## config.mk

```make
export PLATFORM = sky130hd
export DESIGN_NAME = uart_rx
export DESIGN_NICKNAME = d
export VERILOG_FILES = /design/src/rtl/uart_rx.sv
export SDC_FILE = /design/constraint.sdc
export NUM_CORES = 1
export LEC_CHECK = 0
export ABC_AREA = 1
export CORE_UTILIZATION = 36
export DETAILED_ROUTE_END_ITERATION = 12
export PLACE_DENSITY = 0.6
export SLEW_MARGIN = 40
export SYNTH_ARGS = -nofsm -noshare
export SYNTH_HDL_FRONTEND = slang
export SYNTH_SLANG_ARGS = --single-unit
```

## constraint.sdc

```tcl
create_clock -name clk -period 3.5 [get_ports clk]
set_clock_uncertainty 0.2 [all_clocks]
set_input_delay 1.05 -clock clk [delete_from_list [all_inputs] [get_ports clk]]
set_output_delay 1.05 -clock clk [all_outputs]
set_load 0.01 [all_outputs]
```

## src/rtl/uart_rx.sv

```systemverilog
// ---------------------------------------------------------------------------
// uart_rx
// Serial-to-parallel UART receiver, companion to the 16x-oversampled
// transmitter. A frame is one start bit (0), DBIT data bits LSB first and a
// stop bit (1) lasting SB_TICK s_ticks. Received words are handed over
// through a one-entry valid/ready holding register. Bad stop bits and words
// arriving while the holding register is full are reported as 1-clk pulses.
//
// Ports
//   clk          system clock, everything registered on the rising edge
//   reset        synchronous active-high reset
//   s_tick       1-clk enable pulse at 16x the baud rate
//   rx           asynchronous serial line, idles high
//   rx_dout      received word, valid while rx_valid = 1
//   rx_valid     holding register full
//   rx_ready     consumer takes rx_dout in any cycle with rx_valid & rx_ready
//   rx_done_tick 1-clk pulse when a good frame lands in the holding register
//   frame_err    1-clk pulse when the stop bit is sampled low
//   overrun_err  1-clk pulse when a good frame is dropped because the
//                holding register is still full
// ---------------------------------------------------------------------------
module uart_rx #(
    parameter int DBIT    = 8,
    parameter int SB_TICK = 16
) (
    input  logic            clk,
    input  logic            reset,
    input  logic            s_tick,
    input  logic            rx,
    output logic [DBIT-1:0] rx_dout,
    output logic            rx_valid,
    input  logic            rx_ready,
    output logic            rx_done_tick,
    output logic            frame_err,
    output logic            overrun_err
);

    // The tick counter must reach SB_TICK-1 in the stop state, so it grows
    // beyond 4 bits for 1.5 or 2 stop bits.
    localparam int SW = ($clog2(SB_TICK) > 4) ? $clog2(SB_TICK) : 4;
    localparam int NW = (DBIT > 1) ? $clog2(DBIT) : 1;

    localparam logic [SW-1:0] S_MID_START = SW'(7);
    localparam logic [SW-1:0] S_MID_DATA  = SW'(15);
    localparam logic [SW-1:0] S_STOP_LAST = SW'(SB_TICK - 1);
    localparam logic [NW-1:0] N_LAST      = NW'(DBIT - 1);

    // Three state bits leave spare encodings; those fall back to IDLE.
    typedef enum logic [2:0] {
        IDLE  = 3'd0,
        START = 3'd1,
        DATA  = 3'd2,
        STOP  = 3'd3,
        BRK   = 3'd4
    } state_t;

    state_t          state_q;
    logic            rxMeta_q;
    logic            rxSync_q;
    logic [SW-1:0]   s_q;
    logic [NW-1:0]   n_q;
    logic [DBIT-1:0] b_q;
    logic [DBIT-1:0] dout_q;
    logic            valid_q;
    logic            doneTick_q;
    logic            frameErr_q;
    logic            overrunErr_q;

    logic [DBIT-1:0] shift_d;
    logic            canDeliver_d;

    // Next shift-register value (LSB arrives first, so shift right) and
    // whether the holding register can accept a word this cycle, either
    // because it is empty or because it is being emptied right now.
    always_comb begin
        shift_d      = {rxSync_q, b_q[DBIT-1:1]};
        canDeliver_d = !valid_q || rx_ready;
    end

    // Receiver FSM with its synchronizer, counters, holding register and
    // pulse outputs. A deliver in STOP overrides the consume-clear of
    // valid_q because it is the later non-blocking assignment.
    always_ff @(posedge clk) begin
        if (reset) begin
            state_q      <= IDLE;
            rxMeta_q     <= 1'b1;
            rxSync_q     <= 1'b1;
            s_q          <= '0;
            n_q          <= '0;
            b_q          <= '0;
            dout_q       <= '0;
            valid_q      <= 1'b0;
            doneTick_q   <= 1'b0;
            frameErr_q   <= 1'b0;
            overrunErr_q <= 1'b0;
        end else begin
            rxMeta_q     <= rx;
            rxSync_q     <= rxMeta_q;
            doneTick_q   <= 1'b0;
            frameErr_q   <= 1'b0;
            overrunErr_q <= 1'b0;

            if (valid_q && rx_ready) begin
                valid_q <= 1'b0;
            end

            case (state_q)
                IDLE: begin
                    if (!rxSync_q) begin
                        s_q     <= '0;
                        state_q <= START;
                    end
                end
                START: begin
                    if (s_tick) begin
                        if (s_q == S_MID_START) begin
                            if (!rxSync_q) begin
                                s_q     <= '0;
                                n_q     <= '0;
                                state_q <= DATA;
                            end else begin
                                state_q <= IDLE;
                            end
                        end else begin
                            s_q <= s_q + SW'(1);
                        end
                    end
                end
                DATA: begin
                    if (s_tick) begin
                        if (s_q == S_MID_DATA) begin
                            b_q <= shift_d;
                            s_q <= '0;
                            if (n_q == N_LAST) begin
                                state_q <= STOP;
                            end else begin
                                n_q <= n_q + NW'(1);
                            end
                        end else begin
                            s_q <= s_q + SW'(1);
                        end
                    end
                end
                STOP: begin
                    if (s_tick) begin
                        if (s_q == S_STOP_LAST) begin
                            s_q <= '0;
                            if (rxSync_q) begin
                                state_q <= IDLE;
                                if (canDeliver_d) begin
                                    dout_q     <= b_q;
                                    valid_q    <= 1'b1;
                                    doneTick_q <= 1'b1;
                                end else begin
                                    overrunErr_q <= 1'b1;
                                end
                            end else begin
                                frameErr_q <= 1'b1;
                                state_q    <= BRK;
                            end
                        end else begin
                            s_q <= s_q + SW'(1);
                        end
                    end
                end
                // A held-low line must return high before a new start bit
                // is considered, so a break reports only one framing error.
                BRK: begin
                    if (rxSync_q) begin
                        state_q <= IDLE;
                    end
                end
                default: begin
                    state_q <= IDLE;
                end
            endcase
        end
    end

    assign rx_dout      = dout_q;
    assign rx_valid     = valid_q;
    assign rx_done_tick = doneTick_q;
    assign frame_err    = frameErr_q;
    assign overrun_err  = overrunErr_q;

endmodule

```

==> results.md, run 1 <==
- Outcome: complete, no violations
- Final Hold Fails: 0
- Post-route DRC: 0
- Vias per cell: 4.55
- Power per cell area: 568 mW/mm²
- Pre-CTS setup slack: 0.817 ns
- Most common cell after layout, fill and taps aside: nor2_1
- Initial antenna violation count: 0
- Critical Path Start Type: input pin
- Post-Route Utilization: 45.5%
- Critical-path cell list: clkdlybuf4s50_1, inv_1, a21oi_1, inv_1, a31oi_1, nand2_1, nand2_1, inv_1
- Iter 0 DRT Violations: 53
- Post-synth EDFFs: 0
- Crit end category: flop
- Die width: 67.0 µm
- Cells after synthesis: 225
- Critical path required time: 3.48 ns
- Maximum vdd ir drop: 0.000333 V
- CTS tree: yes
- CTS max path bufs: 2
- Max Clock Freq: 0.417 GHz
- Mapped cell area: 0.00152 mm²
- PortBufs: 16
- Clock Latency Late Sink: 0.28 ns
- Placer Congestion: 0.858
- # resized after CTS: 0
- Grt ovf: 0
- Setup Viol. Count Final: 0
- Post-route cell area: 0.00183 mm²
- I/O pin count: 17
- Final hold slack: 0.219 ns
- DIE AREA: 0.00449 mm²
- Gr usage total: 15.8%
- HP Class: flop to flop
- H-tree levels: 2
- Placed instance area: 0.00174 mm²
- Synth Register Bits: 32
- Main synth FF type: dfxtp_1
- Antenna diodes: 0
- Inserted Clock Buffers: 5
- Setup CP Type: input pin to flop
- Yosys warns: 0
- Initial core utilization: 37.8%
- Slowest cell on the critical path: clkdlybuf4s50_1
- Critical path peak fanout: 4
- Final WL: 3030 µm
- Hold_buf cts: 0
- Avg Cell Area, Syn: 6.77 µm²
- Core Region: 0.00403 mm²
- Clock slew at reported path FFs: 0.07 ns
- CP arrival: 2.38 ns
- Fin Setup TNS: 0 ns
- Syn nets: 233
- Post-route setup slack: 1.10 ns
- Post-route clock period utilization: 68.6%
- Vias in the first global route: 1214
- Ys async rst share: 0%
- Clk sinks: 32
- DP HPWL: 2280 µm
- Slowest stage delay, CP: 0.49 ns
- DR WL/cell: 10.2 µm
- Distinct cells, synth: 25
- Worst-Margin Slew: 0.498 ns
- RSZ-0062 raised after global routing: no
- Pleak: 0.000818 µW
- DR vias: 1350
- Slew headroom: 66.8%
- Fin crit period: 2.40 ns
- Seq/Total Area, Yosys: 42.1%
- Share of cells above drive strength 1: 13.0%
- Area delta synth->final: 20.4%
- Fin. max-slew vios: 0
- Largest net degree at the start of global routing: 21
- Postcts setup bufs: 0
- Worst path most repeated cell: inv_1
- First-pass GRT wire length: 5350 µm
- Commonest cells after routing, fill and taps aside: nor2_1 (56), nand2_1 (44), dfxtp_1 (32), inv_1 (21), o21ai_0 (17)
- Antenna Nets Post-Route: 0
- Nets: 254
- Root Driver: clkbuf_8
- Die Ht: 67.0 µm
- Rows: 23
- Drt first pass iters: 4
- Maxcap violations: 0
==> cells by family (layout without fill, tap and decap cells) <==
logic type / count (synthesis) / after routing / share of synthesized area (%)
adders and majority gates: 3 / 3 / 2.47
AOI/OAI and AO/OA: 27 / 27 / 9.20
DFF: 32 / 32 / 42.1
buffers and inverters: 31 / 53 / 7.97
and+or+nand+nor: 132 / 132 / 38.3
==> layer usage <==
metal	routed length, µm	vias to the layer above	global-route usage, %
met3	100	4	4.97
li1	-	740	-
met5	0	-	0
met2	1290	21	23.6
met1	1610	585	21.0
met4	23	0	5.32
==> final timing paths <==
path,from,to,slack (ns),cells after the start
worst max-delay path,s_tick,s_q[3],1.10,8
worst min-delay path,rxMeta_q,rxSync_q,0.22,1
worst max register to register,s_q[1],rx_dout[0],1.74,6
worst min register to register,rxMeta_q,rxSync_q,0.22,1
==> synthesized netlist by cell type, types with 2 or more instances <==
cell type | n | area, µm²
o21ai_0 | 17 | 85.1
clkbuf_1 | 2 | 7.51
a21oi_1 | 7 | 35.0
inv_1 | 21 | 78.8
inv_2 | 5 | 18.8
or2_2 | 2 | 12.5
nor2_2 | 4 | 25.0
nor2_1 | 56 | 210
nand2_2 | 5 | 31.3
ha_1 | 3 | 37.5
nand3_1 | 13 | 65.1
nor3_1 | 2 | 10.0
nand4_1 | 2 | 12.5
nand2_1 | 44 | 165
dfxtp_1 | 32 | 641
==> per-stage QoR <==
stage / power, µW / instances
floorplan: 702 / 225
global placement: 767 / 289
detailed placement: 766 / 289
CTS: 1050 / 297
global route: 1130 / 297
finish: 1040 / 297
==> power breakdown <==
group	internal, µW	total, µW	switching, µW
Sequential	397	433	36.6
Combinational	119	328	208
Clock	140	280	139
==> flip-flops by register name (all words and copies together), names as in the netlist <==
register / flops
b_q: 8
rx_dout: 8
s_q: 4
n_q: 3
state_q: 3
frame_err: 1
overrun_err: 1
rxMeta_q: 1
rxSync_q: 1
rx_done_tick: 1
rx_valid: 1
==> worst max-delay path, delay by kind of cell <==
family | cells | cell delay [ns]
and+or+nand+nor | 2 | 0.13
buffers and inverters | 4 | 0.72
AOI/OAI and AO/OA | 2 | 0.48
==> cell type report <==
cell class / count / area, µm²
clock buffers: 5 / 68.8
clock inverters: 3 / 23.8
repair buffers: 17 / 168
fillers: 441 / 2200
inverters: 28 / 109
flip-flops and latches: 32 / 641
multi-input cells: 162 / 761
well taps: 50 / 62.6
Note: power is estimated with default switching activity, not from simulation.
==> run 2: changes to the inputs <==
==> constraint.sdc (replaced) <==
create_clock -name clk -period 2.44 [get_ports clk]
set_clock_uncertainty 0.2 [all_clocks]
set_input_delay 0.732 -clock clk [delete_from_list [all_inputs] [get_ports clk]]
set_output_delay 0.732 -clock clk [all_outputs]
set_load 0.01 [all_outputs]
==> results.md, run 2 (synthesis gave the netlist of run 1 again) <==
- Hold endpoint: rxSync_q
- Critical path peak fanout: 2 (-2)
- # resized after CTS: 0 (unchanged)
- H-tree levels: 2 (unchanged)
- Non-filler instance count after layout: 299 (+0.67%)
- Commonest cells after routing, fill and taps aside: nor2_1 (56), nand2_1 (44), dfxtp_1 (32), inv_1 (21), o21ai_0 (17)
- Worst Path Buf+Inv: 1 (-3)
- DR WL/cell: 10.1 µm (-0.44%)
- Root Driver: clkbuf_8
- Drt first pass iters: 4 (unchanged)
- Met2 wire len: 1270 µm (-1.5%)
- Area delta synth->final: 22.4%
- Core Region: 0.00403 mm² (unchanged)
- CP arrival: 1.15 ns (-1.23 ns)
- Antenna diodes: 0 (unchanged)
- Pleak: 0.000842 µW (+2.9%)
- Most common cell after layout, fill and taps aside: nor2_1
- Post-route clock period utilization: 85.5%
- Comb pwr share: 30.1% (-1.4 points)
- Setup CP Type: flop to output port
- Vias per cell: 4.55 (+0.14%)
- Final WL: 3030 µm (+0.23%)
- Rows: 23 (unchanged)
- CP delay by family, top: buffers and inverters
- Clock Latency Late Sink: 0.29 ns (about the same)
- Reg2reg path depth: 6 (unchanged)
- Switch share: 34.3% (-2.7 points)
- Fin Setup TNS: 0 ns (unchanged)
- Maxcap violations: 0 (unchanged)
- DIE AREA: 0.00449 mm² (unchanged)
- Hold wc startpoint: rxMeta_q
- Register Area: 641 µm² (unchanged)
- Placed Instances: 291 (+0.69%)
- RSZ-0062 raised after global routing: no
- Hold Crit Depth: 1 (unchanged)
- Power per cell area: 860 mW/mm² (+52%)
- Reg-to-reg critical path endpoint: rx_dout[6]
- Antenna Nets Post-Route: 0 (unchanged)
- Grt ovf: 0 (unchanged)
- Multi-input gate area: 761 µm² (unchanged)
- CTS max path bufs: 2 (unchanged)
- DP HPWL: 2160 µm (-5.3%)
- R2R Path Start: s_q[1]
- Initial core utilization: 37.8% (unchanged)
- Critical path required time: 1.51 ns (-1.97 ns)
- Die width: 67.0 µm (unchanged)
- Share of cells above drive strength 1: 13.3% (+0.30 points)
- Final Hold Fails: 0 (unchanged)
- Met1 wire length: 1540 µm (-4.5%)
- Post-route DRC: 0 (unchanged)
- Fin crit period: 2.09 ns
- Slew headroom: 79.1% (+12 points)
- Iter 0 DRT Violations: 62 (+17%)
- Seq pwr share: 38.5% (-3.1 points)
- Cell Int Power: 1050 µW (+61%)
- Clock slew at reported path FFs: 0.07 ns (about the same)
- Initial antenna violation count: 0 (unchanged)
- DR vias: 1361 (+0.81%)
- PortBufs: 16 (unchanged)
- Outcome: complete, no violations
- Postcts setup bufs: 0 (unchanged)
- Met3 WL post-DR: 151 µm (+51%)
- Slowest stage delay, CP: 0.53 ns (+0.04 ns)
- HP Class: flop to flop
- Vias in the first global route: 1153 (-5.0%)
- Critical Path Start Type: flop
- Largest net degree at the start of global routing: 19 (-9.5%)
- FILL cells: 411 (-6.8%)
- Clk sinks: 32 (unchanged)
- Placer Congestion: 0.845 (-1.5%)
- Clock power share: 31.4% (+4.5 points)
- Gr usage total: 15.5% (-0.33 points)
- Top Layer Used: met4
- Hold_buf cts: 0 (unchanged)
- Psw: 549 µW (+43%)
- Die Ht: 67.0 µm (unchanged)
- Crit end category: output port
- Setup Viol. Count Final: 0 (unchanged)
- Critical-path cell list: clkdlybuf4s50_1
- Fin. max-slew vios: 0 (unchanged)
- Slowest cell on the critical path: clkdlybuf4s50_1
- CTS tree: yes
- Nets: 256 (+0.79%)
- First-pass GRT wire length: 5180 µm (-3.2%)
- Worst-Margin Slew: 0.313 ns (-0.185 ns)
- Reg2reg setup slack: 0.69 ns (-1.05 ns)
- Max Clock Freq: 0.479 GHz
- Inserted Clock Buffers: 5 (unchanged)
- I/O pin count: 17 (unchanged)
- Maximum vdd ir drop: 0.000465 V (+39%)
[run 2: changes by cell type in the layout (fill, tap and decap cells not counted)]
cell        delta
clkinv_4       -1
buf_4          +2
bufinv_16      +1
clkinvlp_4     -2
clkinv_2       +1
clkbuf_1       +1
[run 2: routing by layer]
layer	up-vias	GRT usage, %
li1	750	-
met1	573	21.1
met2	31	22.5
met3	7	3.25
met4	0	7.98
met5	-	0
[run 2: worst max path at each step]
stage                from    endpoint  cells past startpoint
3_5_place_dp       s_tick  rx_dout[6]                      6
3_3_place_gp       s_tick  rx_dout[1]                      6
4_1_cts        rx_dout[4]  rx_dout[4]                      1
6_report       rx_dout[4]  rx_dout[4]                      1
5_1_grt            s_tick  rx_dout[1]                      6
2_1_floorplan      s_tick      s_q[3]                      7
[run 2: metrics by stage]
step	cell area (µm²)	utilization [%]	setup WS [ns]	power, µW	hold WS (ns)
2_1_floorplan	1520	-	0.765	1010	0.189
5_1_grt	1860	46.2	0.274	1720	0.218
4_1_cts	1860	46.2	0.340	1610	0.209
3_3_place_gp	1760	43.6	0.149	1110	0.191
3_5_place_dp	1760	43.6	0.123	1110	0.194
6_report	1860	46.2	0.354	1600	0.209
[run 2: power by group through the flow]
stage          logic [µW]  clock network [µW]  registers, µW
3_3_place_gp          478                   0            630
4_1_cts               480                 514            617
3_5_place_dp          477                   0            629
6_report              482                 504            617
5_1_grt               559                 538            625
2_1_floorplan         387                   0            619
[run 2: final cells by class]
cell class | instances | share of cell area [%]
well taps | 50 | 3.36
repair buffers | 19 | 9.81
multi-input cells | 162 | 40.8
flip-flops and latches | 32 | 34.4
clock inverters | 2 | 1.88
inverters | 28 | 5.84
clock buffers | 6 | 3.90
==> run 3: changes to the inputs <==
--- a/config.mk
+++ b/config.mk
@@ -7,6 +7,7 @@
 export LEC_CHECK = 0
 export ABC_AREA = 1
 export CORE_UTILIZATION = 36
+export CTS_CLUSTER_DIAMETER = 200
 export DETAILED_ROUTE_END_ITERATION = 12
 export PLACE_DENSITY = 0.6
 export SLEW_MARGIN = 40
==> results of run 3 <==
Final layout, timing and power as in run 2 (identical DEF).
